[src/rtl/stopwatch_lap_timer.sv]
// MM:SS stopwatch with prescaled one-second tick, up/down counting, preset load
// and lap capture. Status encodes the controller state directly.
module stopwatch_lap_timer #(
    parameter int TICK_DIV = 1,
    parameter int MIN_W    = 8
) (
    input  logic             clk,
    input  logic             rst_n,
    input  logic             start,
    input  logic             stop,
    input  logic             reset,
    input  logic             lap,
    input  logic             mode,
    input  logic             load,
    input  logic [MIN_W-1:0] load_min,
    input  logic [5:0]       load_sec,
    output logic [MIN_W-1:0] minutes,
    output logic [5:0]       seconds,
    output logic [MIN_W-1:0] lap_min,
    output logic [5:0]       lap_sec,
    output logic             lap_valid,
    output logic [1:0]       status,
    output logic             mode_q,
    output logic             event_p
);

    localparam int              PW      = (TICK_DIV > 1) ? $clog2(TICK_DIV) : 1;
    localparam logic [PW-1:0]   P_LAST  = PW'(TICK_DIV - 1);
    localparam logic [MIN_W-1:0] MIN_MAX = '1;

    typedef enum logic [1:0] {
        S_IDLE  = 2'b00,
        S_RUN   = 2'b01,
        S_PAUSE = 2'b10,
        S_DONE  = 2'b11
    } state_t;

    state_t           state, state_n;
    logic [PW-1:0]    presc, presc_n;
    logic [MIN_W-1:0] min_n, lmin_n;
    logic [5:0]       sec_n, lsec_n, sec_clamped;
    logic             lv_n, mq_n, ev_n, time_zero;

    assign status      = state;
    assign sec_clamped = (load_sec > 6'd59) ? 6'd59 : load_sec;
    assign time_zero   = (minutes == '0) && (seconds == 6'd0);

    always_comb begin
        state_n = state;
        presc_n = presc;
        min_n   = minutes;
        sec_n   = seconds;
        lmin_n  = lap_min;
        lsec_n  = lap_sec;
        lv_n    = lap_valid;
        mq_n    = mode_q;
        ev_n    = 1'b0;

        if (reset) begin
            state_n = S_IDLE;
            presc_n = '0;
            min_n   = '0;
            sec_n   = 6'd0;
            lmin_n  = '0;
            lsec_n  = 6'd0;
            lv_n    = 1'b0;
            mq_n    = 1'b0;
        end else begin
            // Lap samples the pre-edge time, so any tick on this edge is not seen.
            if (lap && (state != S_IDLE)) begin
                lmin_n = minutes;
                lsec_n = seconds;
                lv_n   = 1'b1;
            end

            if (load && (state != S_RUN)) begin
                state_n = S_IDLE;
                presc_n = '0;
                min_n   = load_min;
                sec_n   = sec_clamped;
            end else begin
                case (state)
                    S_IDLE: begin
                        if (start && !stop && !(mode && time_zero)) begin
                            mq_n    = mode;
                            presc_n = '0;
                            state_n = S_RUN;
                        end
                    end
                    S_RUN: begin
                        if (stop) begin
                            state_n = S_PAUSE;
                        end else if (presc != P_LAST) begin
                            presc_n = presc + 1'b1;
                        end else begin
                            presc_n = '0;
                            if (!mode_q) begin
                                if (seconds == 6'd59) begin
                                    sec_n = 6'd0;
                                    if (minutes == MIN_MAX) begin
                                        min_n = '0;
                                        ev_n  = 1'b1;
                                    end else begin
                                        min_n = minutes + 1'b1;
                                    end
                                end else begin
                                    sec_n = seconds + 1'b1;
                                end
                            end else begin
                                if (seconds == 6'd0) begin
                                    sec_n = 6'd59;
                                    min_n = minutes - 1'b1;
                                end else begin
                                    sec_n = seconds - 1'b1;
                                end
                                // The tick that lands on 00:00 finishes the countdown.
                                if ((minutes == '0) && (seconds == 6'd1)) begin
                                    ev_n    = 1'b1;
                                    state_n = S_DONE;
                                end
                            end
                        end
                    end
                    S_PAUSE: begin
                        if (start && !stop) begin
                            state_n = S_RUN;
                        end
                    end
                    S_DONE: begin
                        state_n = S_DONE;
                    end
                    default: begin
                        state_n = S_IDLE;
                    end
                endcase
            end
        end
    end

    always_ff @(posedge clk or negedge rst_n) begin
        if (!rst_n) begin
            state     <= S_IDLE;
            presc     <= '0;
            minutes   <= '0;
            seconds   <= 6'd0;
            lap_min   <= '0;
            lap_sec   <= 6'd0;
            lap_valid <= 1'b0;
            mode_q    <= 1'b0;
            event_p   <= 1'b0;
        end else begin
            state     <= state_n;
            presc     <= presc_n;
            minutes   <= min_n;
            seconds   <= sec_n;
            lap_min   <= lmin_n;
            lap_sec   <= lsec_n;
            lap_valid <= lv_n;
            mode_q    <= mq_n;
            event_p   <= ev_n;
        end
    end

endmodule
[config.mk]
export PLATFORM = sky130hd
export DESIGN_NAME = stopwatch_lap_timer
export DESIGN_NICKNAME = d
export VERILOG_FILES = /design/src/rtl/stopwatch_lap_timer.sv
export SDC_FILE = /design/constraint.sdc
export NUM_CORES = 1
export LEC_CHECK = 0
export ABC_CLOCK_PERIOD_IN_PS = 1990
export CORE_MARGIN = 2
export CORE_UTILIZATION = 45
export DETAILED_ROUTE_END_ITERATION = 12
export GPL_TIMING_DRIVEN = 0
export MAX_ROUTING_LAYER = met4
export PLACE_DENSITY = 0.76
export SETUP_SLACK_MARGIN = 0.02
export SYNTH_ARGS = -nofsm -noshare
export SYNTH_HDL_FRONTEND = slang
export SYNTH_SLANG_ARGS = --single-unit
[constraint.sdc]
create_clock -name clk -period 1.99 [get_ports clk]
set_input_delay 0.2985 -clock clk [delete_from_list [all_inputs] [get_ports clk]]
set_output_delay 0.2985 -clock clk [all_outputs]
set_load 0.005 [all_outputs]
Word-level counts from Yosys, hierarchy flattened
Index checks and enable logic that the tools add are counted.

Bits in registers: 34. Input bits: 22. Output and inout bits: 33. Logic and storage cells: 108.

$add $sub $neg: 5. $lt $le $gt $ge: 1. Equality and inequality tests: 17. Multiplexer cells: 52. Reductions and logical operators: 24.

Operator list (count): 8-bit two-way mux (11); 6-bit two-way mux (11); 1-bit two-way mux (20); 2-bit two-way mux (8); 5-bit inequality test, second input constant (3); 4-bit inequality test, second input constant (3); 5-bit AND reduction (2); 3-bit AND reduction (3); 8-bit by 1-bit adder with 8-bit output, second input constant (1); 8-bit == test, second input constant (1); 8-bit zero test (1); 2-bit case mux with 4 select lines (1); 2-bit nonzero test (4); 4-bit nonzero test (2); 8-bit by 1-bit subtractor with 8-bit output, second input constant (1); 1-bit logical AND (7); 6-bit by 1-bit adder with 6-bit output, second input constant (1); 6-bit by 1-bit == test with 1-bit output, second input constant (1); 6-bit == test, second input constant (1); 6-bit greater-than comparator, second input constant (1); 6-bit zero test (1); 3-bit by 2-bit inequality test with 1-bit output, second input constant (2); 6-bit by 1-bit subtractor with 6-bit output, second input constant (1); 2-bit == test, second input constant (2); other kinds (9) (10).

Depth between registers and ports, before layout
Gate-level depths: netlist (run 1).

Word-level depth: 9. Depth in mapped cells: 8. Depth with buffers taken out: 7.

Worst setup path before layout (run 1)
Ideal clock, no wire load.

Path kind: reg-to-reg. Start point: register seconds[0]. End point: register minutes[0]. Data arrival time: 1729 ps. Required time: 1865 ps. Path slack: 136 ps. Cell stages (with the launch flop): 7. Buffers on the path: 0. Cells stage by stage: dfrtp_1 inv_1 ha_1 nor3b_2 a32o_2 a21oi_4 mux2_2.

Cells in the longest elaborated chain, start to end: 3. Elaborated cells between the ends (all ways): 5. Classes of those cells: eq/ne: 2; reduce/logical: 3.

Ends and longest elaborated chain: from (decl) (line 18) `output logic [5:0] seconds,`; from (signal assigned) (line 155) `seconds <= sec_n;`; 6-bit zero test / 6-bit == test (equally long branches) (line 110, 98); 4-bit by 2-bit inequality test with 1-bit output (no line) / 4-bit nonzero test (equally long branches); 5-bit AND reduction (no line) *; to (signal assigned) (line 154) `minutes <= min_n;`; to (decl) (line 17) `output logic [MIN_W-1:0] minutes,`.

Mark *: on every way between the ends. The rest lies on a longest branch, timed or not. A chain may end at the register's enable or synchronous reset.

Worst setup path after layout (run 1)
Same ends and word-level chain as after synthesis.

==> results of run 1 <==
how the worst max path moves through the flow:
stage                           from         end  slack [ns]  cells after the start
final                     seconds[0]  minutes[0]        0.07                      5
after global routing      seconds[1]  minutes[2]     -0.0004                      8
after CTS                 seconds[1]  minutes[0]        0.04                      6
after detailed placement  seconds[0]  minutes[1]       -0.06                      8
after global placement         rst_n  lap_min[6]        -0.1                      1
after floorplan           seconds[0]  minutes[0]        0.14                      6
cells in the final DEF (no fill, tap or decap), types with 3 or more instances in the layout:
master / count
ha_1: 5
o21ai_1: 4
buf_4: 4
nor2_1: 21
buf_2: 6
nor3_1: 8
a31oi_1: 4
nand3_1: 7
inv_1: 7
clkbuf_1: 6
a21oi_1: 27
dfrtp_1: 31
nor2b_1: 3
a21oi_2: 4
o21ai_0: 10
clkbuf_8: 6
clkdlybuf4s50_1: 53
buf_6: 5
nand2_1: 40
nand4_1: 4
or2_2: 3
a221oi_1: 3
final cells by class:
cell class,instances,area [sq um],share of cell area
clock buffer,7,86.33,0.02935
inverter,8,30.03,0.01021
multi-input combinational,197,1234,0.4194
timing repair buffer,57,558.0,0.1897
buffer,16,107.6,0.03658
sequential,33,828.3,0.2816
tap,54,67.56,0.02297
clock inverter,1,30.03,0.01021
sequential cells by signal, indices dropped and copies added, names as in the netlist:
name / cells
seconds: 6
mode_q: 1
lap_min: 8
status: 2
event_p: 1
minutes: 8
lap_sec: 6
lap_valid: 1
through the flow:
stage,TNS [ns],util,area [sq um],std cells,hold slack (ns)
after floorplan,0,-,2183,254,0.002909
after global placement,-3.383,0.5949,2791,362,0.4891
after detailed placement,-0.2162,0.5939,2786,362,0.4179
after CTS,0,0.6219,2918,371,0.1089
after global routing,-0.0003910,0.6269,2942,373,0.1223
final,0,0.6269,2942,373,0.08603
layer usage:
metal	wire length [um]	vias up	part of all wire	track usage
met5	0	-	0	-
met3	399	14	0.067	0.04115
met1	2704	1008	0.45	0.3267
met2	2713	104	0.46	0.3462
met4	127	0	0.021	0.08485
li1	-	1051	-	-
timing repair:
| action | in CTS | in global routing |
|---|---|---|
| hold endpoints to repair | 0 | 0 |
| pin swaps | 0 | 1 |
| gates resized for setup | 2 | 4 |
| endpoints found under the setup margin | 7 | 14 |
| buffers inserted | 1 | 2 |
power groups by stage:
stage | Sequential [mW] | Combinational, mW | Clock (mW)
2_1_floorplan | 0.776 | 0.299 | 0
3_3_place_gp | 0.785 | 0.510 | 0
3_5_place_dp | 0.786 | 0.515 | 0
4_1_cts | 0.776 | 0.528 | 0.667
5_1_grt | 0.783 | 0.598 | 0.696
6_report | 0.777 | 0.546 | 0.655
logic make-up (layout without fill, tap and decap cells):
logic type                 count (synthesis)  in the layout  synth area share
and+or+nand+nor                          105            105            0.2413
AOI/OAI and AO/OA                         80             80            0.2562
DFF                                       33             33            0.3782
buffers and inverters                     24             89           0.06304
adders and majority gates                  6              6           0.03438
xor gates and xnor gates                   3              3           0.01204
muxes                                      3              3           0.01490
critical path, stage by stage (launching register included):
cell     delay [ns]
dfrtp_2        0.46
ha_1           0.27
and3b_1        0.24
a32o_2         0.27
a21oi_4        0.22
mux2_2         0.35
==> run summary, run 1 <==
The run finished with clean final reports. The run gives 4.332 mm as the half-perimeter wire length of the detailed placement result. The tools report the number of nets in the finished design as 346. The portion of total power attributed to sequential cells came out at 0.393. The mapped netlist covers 2183 sq um.

The signed area change from the synthesized netlist to the final layout was 34.73%. The first detailed-routing pass ran for 4 iterations. The power consumption is 1.978 mW.

Kind of launch point of the worst setup path: a register. The tree built by TritonCTS fans out to 33 sinks. Dividing total power by cell area gives a power density of 672.5 nW/um^2. The share of the clock period used by the worst path after layout is 0.9646. TritonCTS created 5 clock buffers.

Max-cap violations in this run came to 0. The most common cell in the synthesized netlist is nand2_1. The count of input and output buffers was 54; the DRC violation count after routing was 0.

For the overall track demand over capacity in global routing, the log shows 0.2356. The path class of the lowest-slack min-delay path is in2async. In this run the mean area of a mapped cell was 8.596 sq um.

The repair_antennas step left the layout with diodes totalling 0. The wire length per cell works out to 15.94 um. Summed over all layers, the global routing overflow is 0.

The area enclosed by the die boundary was 5425 sq um. The run gives 521.0 MHz as the highest clock frequency the design can meet. By count the netlist is led by nand2_1 (40), dfrtp_1 (33), a21oi_1 (27), nor2_1 (21), o21ai_0 (10). Setup violations remaining at the end of the flow were counted as 0. Row generation in the floorplan step produced 25 rows. The tools report the core area as 4692 sq um. The netlist uses 60 different library cells.

The detailed router finished its first iteration with 155 violations. The chip width was 73.66 um; the vias per cell was 5.836. TritonCTS built the clock tree. The flip-flop and latch count after synthesis is 33, and the proportion of power drawn by the clock network is 0.331.

Between clock sinks in the finished design, the worst skew comes to 0.006505 ns. The fraction of layout instances using a drive strength above 1 was 0.1473. Hold repair after CTS inserted 0 buffers. The clock reaches the later pin of the worst-skew pair after 0.29 ns.

The worst register-to-register path has a setup slack of 0.07 ns. The final number of hold-violating endpoints is 0, and the total via count after detailed routing is 2177. For the worst flop-to-flop path, the logic depth is 5. The data arrival at the endpoint of the critical path is 2.10 ns.

The logs give 0 for the final number of max-transition violations and 2 for the level count of the clock H-tree. At the worst endpoint, the required time is 2.17 ns. The layout has 412 filler cells. The critical path is of the reg2reg type. Buffer type at the clock tree root: clkbuf_8.

After layout, the worst setup slack is 0.07049 ns. Across the VDD grid, the largest voltage drop is 349.3 uV. The run gives -0.06074 ns as the worst slack at placement. Setup repair after global routing could not meet its margin everywhere. At the end of routability-driven placement, the weighted congestion stood at 0.9268. The post-route minimum period came out at 1.920 ns.

The Yosys step of the flow raised 0 warnings. The tools report the kind of capture point of the worst setup path as a register. When the netlist entered floorplanning its net count stood at 282. Share of flip-flops with an asynchronous set or reset after synthesis: 1.000.

The maximum number of pins on one net before global-route repair is 34, and the normalized max-slew margin is 0.4865. 55 I/O pins were placed. Cell type with the highest aggregate area in the netlist: dfrtp_1. By area the synthesized netlist is led by dfrtp_1 (38%), nand2_1 (6.9%), a21oi_1 (6.2%). The most frequently used flop master after synthesis is dfrtp_1.

For the number of global-route vias before repair, the log shows 1992. The worst register-to-register path ends at minutes[0]. The initial antenna violation count is 0, and the cell-internal power is 1.391 mW. The cell count after synthesis came out at 254. The analysis attributes to cell leakage a power of 1.153 nW.

The startpoint identified for the worst register-to-register timing path is seconds[0]. The portion of synthesized cell area occupied by the leading cell type was 0.3782; the die height was 73.66 um. For the logic gate share of total power, the log shows 0.276. Share of synthesized area occupied by flip-flops and latches: 0.3782.

The logs give 0.5872 mW for the net switching power and 2 for the number of buffers on the longest clock path. The count of nets left with antenna violations once routing finished came out at 0. Clock-pin slew was measured on the worst setup and hold paths at 0.07 ns. The actual transition at the worst max-transition pin was 0.7703 ns. The first global-routing pass estimated 9.556 mm of wire. The switching part of the total power is 0.2968, and the initial cell density of the core is 0.4653. In this run, synthesis inferred 0 flip-flops with an integrated enable. Along the worst path, the maximum fanout reaches 8.

Summed over all layers, the routed wires come to 5.945 mm.
Power figures use the tool's default switching activity.
==> inputs of run 2 (changes only) <==
--- a/config.mk
+++ b/config.mk
@@ -6,6 +6,7 @@
 export NUM_CORES = 1
 export LEC_CHECK = 0
 export ABC_CLOCK_PERIOD_IN_PS = 1990
+export CORE_ASPECT_RATIO = 0.75
 export CORE_MARGIN = 2
 export CORE_UTILIZATION = 45
 export DETAILED_ROUTE_END_ITERATION = 12
==> run summary, run 2 (synthesis gave the netlist of run 1 again) <==
The run finished with clean final reports. Post-route minimum period: 1.922 ns (+0.002439 ns). Kind of launch point of the worst setup path: a register.

The overall track demand over capacity in global routing was 0.2308 (-0.004777); the level count of the clock H-tree was 2 (unchanged). The logs give 0 (unchanged) for the final number of setup-violating endpoints and 2.11 ns (about the same) for the data arrival at the endpoint of the critical path. The vias per cell is 5.718 (-2.0%), and the static leakage is 1.148 nW (-0.39%). The delay of the slowest critical-path stage is 0.48 ns (+0.02 ns), and the chip width is 84.43 um (+15%). The run gives 0.06805 ns (-0.002439 ns) as the slack of the critical path. TritonCTS built the clock tree. The die height works out to 64.33 um (-13%). The actual transition at the worst max-transition pin was 0.7504 ns (-0.01985 ns).

Share of the clock period used by the worst path after layout: 0.9658 (+0.001226). The final number of hold-violating endpoints came out at 0 (unchanged). Leaving out fill and tap cells, the most frequent cells in the layout are clkdlybuf4s50_1 (53), nand2_1 (40), dfrtp_1 (31). The number of nets in the finished design came out at 349 (+0.87%).

Area enclosed by the die boundary: 5431 sq um (+0.11%). The logs give 424.3 uV (+21%) for the largest voltage drop on the vdd net and 4.296 mm (-0.84%) for the half-perimeter wire length of the detailed placement result. The count of input and output buffers was 54 (unchanged). Count of nets left with antenna violations after detail routing: 0 (unchanged). The required time reported for the critical path endpoint is 2.18 ns (about the same), and the global route total overflow is 0 (unchanged).

The violation count after the first detailed-route iteration is 141 (-9.0%). The cell family contributing the most delay on the critical path is flip-flops. Wire length per cell: 15.63 um (-1.9%). For the number of sinks driven by the clock tree, the log shows 33 (unchanged). The tools report the highest clock frequency the design can meet as 520.3 MHz (-0.13%). The register-to-register setup slack is 0.07 ns (about the same).

DRC violation count after routing: 0 (unchanged). Number of hold buffers added after cts: 0 (unchanged). The tools report the kind of capture point of the worst setup path as a register.

The clock-pin slew on the worst setup and hold paths was 0.08 ns (about the same). The initial antenna violation count is 0 (unchanged), and the final clock skew is 0.007460 ns (+0.0009547 ns). The first-pass iteration count of the detailed router is 5 (+1), and the total number of placement rows is 21 (-16%). The peak fanout along the critical path is 8 (unchanged), and the number of fill cells is 411 (-0.24%). The run gives 379 (+1.6%) as the number of non-filler instances in the completed layout. The kind of critical path was reg2reg.

The initial cell density of the core was 0.4776 (+0.01223); the clock buffer count from CTS was 5 (unchanged). For the global-route wire length before repair, the log shows 9.618 mm (+0.65%). The normalized max-slew margin came out at 0.4997 (+0.01323). For the number of buffers on the longest clock path, the log shows 2 (unchanged).

For this design, the slowest cell found on the critical path is dfrtp_2. The power consumption is 1.846 mW (-6.7%), and the weighted congestion at the end of routability-driven global placement is 0.9409 (+1.5%). The power density over the cells works out to 629.9 nW/um^2 (-6.3%). Most frequent standard cell in the layout excluding fill and tap cells: clkdlybuf4s50_1. For the core area, the log shows 4572 sq um (-2.6%). The buffer type at the clock tree root was clkbuf_8. The min-delay analysis places its worst path in the category in2async. The diode insertion count for antenna repair is 0 (unchanged), and the worst slack at placement is -0.06776 ns (-0.007018 ns). The fraction of layout instances using a drive strength above 1 is 0.1584 (+0.01105), and the number of instances in the placed design is 365 (+0.83%).

The largest registers in the layout are lap_min (8), minutes (8). For the maximum number of pins on one net before global-route repair, the log shows 34 (unchanged). Total via count after detailed routing: 2167 (-0.46%). The max-capacitance violation count was 0 (unchanged).

The signed area change from the synthesized netlist to the final layout came out at 34.21%. The final routed wirelength across all metal layers is 5.925 mm (-0.34%). Traced cell by cell, the critical path runs through ha_1, and3b_1, a32o_2, a21oi_4, mux2_2.

Setup repair after global routing left no endpoint under its margin. The critical path buffer and inverter count is 0 (unchanged). For the number of top-level design ports, the log shows 55 (unchanged). Final core utilization: 0.6409 (+0.01401). The insertion delay to the later sink of the worst-skew pair is 0.30 ns (about the same), and the final number of max-transition violations is 0 (unchanged). The number of global-route vias before repair was 1902 (-4.5%).
[run 2: cell types whose count changed in the layout (fill, tap and decap cells not counted), sizes merged]
cell and change:
buf +3, bufinv -1, clkbuf -2, clkinv +2
clkinvlp +1
[run 2: cell type report]
type,instances,area [sq um],area share
sequential,33,828.3,0.2827
buffer,16,107.6,0.03672
clock inverter,3,17.52,0.005978
timing repair buffer,60,578.1,0.1973
clock buffer,5,68.82,0.02348
multi-input combinational,197,1229,0.4193
inverter,8,30.03,0.01025
tap,57,71.32,0.02434
[run 2: path summary, 6_finish.rpt]
path	from	end	cells past startpoint
max reg2reg	seconds[0]	minutes[0]	5
max	seconds[0]	minutes[0]	5
min reg2reg	lap_valid	lap_valid	2
min in group clk	lap_valid	lap_valid	2
max in group asynchronous	rst_n	seconds[1]	1
min	rst_n	lap_min[2]	1
[run 2: stage by stage]
stage | hold WS [ns] | area, sq um | setup TNS, ns
finish | 0.06505 | 2930 | 0
global route | 0.1261 | 2930 | 0
CTS | 0.09853 | 2885 | 0
detailed placement | 0.4241 | 2790 | -0.1653
global placement | 0.4922 | 2795 | -4.091
floorplan | 0.002909 | 2183 | 0
[run 2: report_power, final]
group          total [mW]  leakage (nW)  internal, mW  switching, mW
sequential          0.781         0.441         0.713         0.0679
combinational       0.550         0.664         0.276          0.274
clock               0.515        0.0439         0.241          0.274
total                1.85          1.15          1.23          0.616
[run 2: metal layers]
layer | track usage | vias up | routed length (um)
met1 | 0.3506 | 1021 | 3013
met2 | 0.2976 | 89 | 2441
met5 | - | - | 0
met4 | 0.07341 | 0 | 68
met3 | 0.05556 | 6 | 401
li1 | - | 1051 | -
[run 2: timing repair]
| item | 4_1_cts | 5_1_grt |
|---|---|---|
| resized for setup | 3 | 3 |
| buffers inserted | 0 | 5 |
| cloned | 0 | 1 |
| pin swaps | 0 | 3 |
| hold endpoints to repair | 0 | 0 |
| setup endpoints to repair | 8 | 10 |
==> inputs of run 3 (changes only) <==
--- a/config.mk
+++ b/config.mk
@@ -5,8 +5,9 @@
 export SDC_FILE = /design/constraint.sdc
 export NUM_CORES = 1
 export LEC_CHECK = 0
+export ABC_AREA = 1
 export ABC_CLOCK_PERIOD_IN_PS = 1990
-export CORE_ASPECT_RATIO = 0.75
+export CORE_ASPECT_RATIO = 1.5
 export CORE_MARGIN = 2
 export CORE_UTILIZATION = 45
 export DETAILED_ROUTE_END_ITERATION = 12
==> run summary, run 3 <==
STA classifies the critical path startpoint as a register. The share of flip-flops with an asynchronous set or reset after synthesis came out at 1.000 (unchanged). Cell type with the highest aggregate area in the netlist: dfrtp_1. The number of nets in the finished design is 405 (+16%). Vias per cell: 5.351 (-6.4%).

The total number of placement rows was 31 (+48%). The logs give 0.1034 ns (+0.1711 ns) for the worst slack at placement and 349.3 uV (-18%) for the largest voltage drop on the vdd net. The final number of hold-violating endpoints was 0 (unchanged); the initial cell density of the core was 0.4683 (-0.009297). The min-delay analysis places its worst path in the category in2async.

The number of top-level design ports is 55 (unchanged). The tools report the area enclosed by the die boundary as 5598 sq um (+3.1%). Final clock skew: 0.002666 ns (-0.004794 ns). The level count of the clock H-tree is 2 (unchanged), and the final number of setup-violating endpoints is 0 (unchanged). The diode insertion count for antenna repair was 0 (unchanged); the number of synthesized flops with an enable pin was 0 (unchanged). Peak fanout along the critical path: 10 (+2). The chip width is 61.76 um (-27%), and the core area is 4810 sq um (+5.2%). The worst hold slack across all endpoints was 0.05667 ns (-0.008379 ns); the net count after synthesis was 344 (+22%). In the post-synthesis netlist, the biggest area contributors are dfrtp_1 (37%), nand2_1 (12%), nand3_1 (11%). The slack of the critical path was 0.1604 ns (+0.09235 ns); the number of hold buffers added after cts was 0 (unchanged). The worst setup path is captured at a register. The average cell area after synthesis is 7.127 sq um (-17%), and the share of the clock period used by the worst path after layout is 0.9194 (-0.04641). The logs give 0 (unchanged) for the global route total overflow and 0.29 ns (about the same) for the insertion delay to the later sink of the worst-skew pair. The run gives 0.3667 (-0.01156) as the share of synthesized area occupied by flip-flops and latches. For the global-route wire length before repair, the log shows 10.25 mm (+6.5%). The DRC violation count after routing is 0 (unchanged). The tools report the data arrival at the endpoint of the critical path as 2.05 ns (-0.06 ns).

The required time reported for the critical path endpoint came out at 2.21 ns (+0.03 ns). Netlist area before placement: 2252 sq um (+3.2%). The normalized max-slew margin was 0.5114 (+0.01168). The most common cell in the synthesized netlist is nand2_1. The final number of max-transition violations is 0 (unchanged), and the power density over the cells is 694.8 nW/um^2 (+10%).

Setup repair after global routing left no endpoint under its margin. The largest registers in the layout are lap_min (8), minutes (8). The clock-pin slew on the worst setup and hold paths came out at 0.07 ns (about the same).

The signed area change from the synthesized netlist to the final layout came out at 31.83%. The tools report the initial antenna violation count as 0 (unchanged). The most frequently used flop master after synthesis is dfrtp_1. The Yosys warning count was 0 (unchanged).

The post-route minimum period was 1.830 ns (-0.09235 ns). The portion of synthesized cell area occupied by the leading cell type was 0.3667 (-0.01156). The library cells used most frequently in the layout, excluding fill and tap cells, are nand2_1 (69), clkdlybuf4s50_1 (53), nand3_1 (49). The worst setup path is of the reg2reg kind.

The count of different cell masters after synthesis was 32 (-47%); the half-perimeter wire length of the detailed placement result was 4.699 mm (+9.4%). Actual transition at the worst max-transition pin: 0.7329 ns (-0.01752 ns). The commonest cells after synthesis are nand2_1 (69), nand3_1 (49), dfrtp_1 (33), inv_1 (33), nor2_1 (33).

The logs give 4 (-1) for the first-pass iteration count of the detailed router and 2282 (+20%) for the number of global-route vias before repair. The logs give 0 (unchanged) for the post-CTS setup-driven buffer insertion count and 1.384 nW (+20%) for the static leakage. The count of nets left with antenna violations after detail routing was 0 (unchanged); the synthesized instance count was 316 (+24%).

The count of input and output buffers is 54 (unchanged), and the die height is 90.65 um (+41%). Max-capacitance violation count: 0 (unchanged). The number of sinks driven by the clock tree is 33 (unchanged), and the violation count after the first detailed-route iteration is 98 (-30%). For the highest clock frequency the design can meet, the log shows 546.6 MHz (+5.0%). TritonCTS built the clock tree.

The logs give 464 (+13%) for the number of fill cells and 0.9607 (+2.1%) for the weighted congestion at the end of routability-driven global placement. The tools report the final routed wirelength across all metal layers as 6.231 mm (+5.2%). The overall track demand over capacity in global routing is 0.2479 (+0.01705). The flip-flop and latch count after synthesis is 33 (unchanged), and the clock buffer count from CTS is 5 (unchanged). Clock tree synthesis selected as its root buffer the cell clkbuf_8.

The total via count after detailed routing was 2376 (+9.6%); the wire length per cell was 14.03 um (-10%). Leaving out fill and tap cells, the most frequent cell in the layout is nand2_1. The logs give 2 (unchanged) for the number of buffers on the longest clock path and 34 (unchanged) for the maximum number of pins on one net before global-route repair. The fraction of layout instances using a drive strength above 1 came out at 0.1032 (-0.05521). The flow ran to the end, and the final reports show no timing, DRC or antenna violations.
## run 3: cell types whose count changed in the layout (fill, tap and decap cells not counted), moves of 5 or more
cell     delta
buf_4       -6
nand2_1    +29
nor3_1      -7
a21oi_1    -14
o21ai_0    +18
nor2_1     +12
nand3_1    +42
inv_1      +27
buf_2       -5
## run 3: power breakdown
| group | switching [mW] | total [mW] | internal, mW |
|---|---|---|---|
| Clock | 0.272 | 0.553 | 0.280 |
| Sequential | 0.0938 | 0.823 | 0.729 |
| Combinational | 0.380 | 0.687 | 0.307 |
| Total | 0.746 | 2.06 | 1.32 |
## run 3: kinds of logic after synthesis
group	count (synthesis)	synth area share
AOI/OAI and AO/OA	53	0.1294
and+or+nand+nor	177	0.3772
xor gates and xnor gates	2	0.007779
DFF	33	0.3667
adders and majority gates	6	0.03333
buffers and inverters	45	0.08555
## run 3: stage by stage
stage                     area (sq um)  instances  TNS, ns  power, mW  utilization
after global routing              2969        444        0      2.200       0.6173
after global placement            2875        436   -2.857      1.509       0.5978
after floorplan                   2252        316        0      1.219            -
final                             2969        444        0      2.063       0.6173
after detailed placement          2870        436        0      1.516       0.5968
after CTS                         2967        444        0      2.066       0.6168
## run 3: critical path, cell delays in order, from the launching register on
cell	delay, ns
dfrtp_1	0.47
inv_1	0.21
ha_2	0.27
nand3_2	0.15
nand3_2	0.13
nand2_2	0.07
nor2_4	0.13
buf_6	0.17
nand2_1	0.07
o21ai_1	0.08
## run 3: worst paths after layout
check / start / endpoint / slack (ns) / cells after the start
max: seconds[0] / minutes[1] / 0.16 / 9
min: rst_n / seconds[3] / 0.06 / 1
max reg2reg: seconds[0] / minutes[1] / 0.16 / 9
min reg2reg: lap_sec[3] / lap_sec[3] / 0.52 / 2
max in group asynchronous: rst_n / mode_q / 1.46 / 1
min in group clk: lap_sec[3] / lap_sec[3] / 0.52 / 2
## run 3: what timing repair did
action / CTS / global route
endpoints found under the setup margin: 0 / 5
endpoints found under the hold margin: 0 / 0
gates resized for setup: 0 / 1
## run 3: metal layers
layer | track usage | vias up | share of wire
li1 | - | 1164 | -
met1 | 0.2935 | 1117 | 0.39
met2 | 0.3868 | 71 | 0.53
met3 | 0.04011 | 24 | 0.039
met4 | 0.1348 | 0 | 0.038
met5 | - | - | 0
## run 3: final cells by class
type | count | area (sq um) | area share
multi-input cells | 238 | 1236 | 0.4164
clock buffers | 6 | 82.58 | 0.02781
inverters | 37 | 138.9 | 0.04678
clock inverters | 2 | 13.76 | 0.004635
well taps | 66 | 82.58 | 0.02781
plain buffers | 8 | 53.80 | 0.01812
repair buffers | 54 | 535.5 | 0.1804
flip-flops and latches | 33 | 825.8 | 0.2781
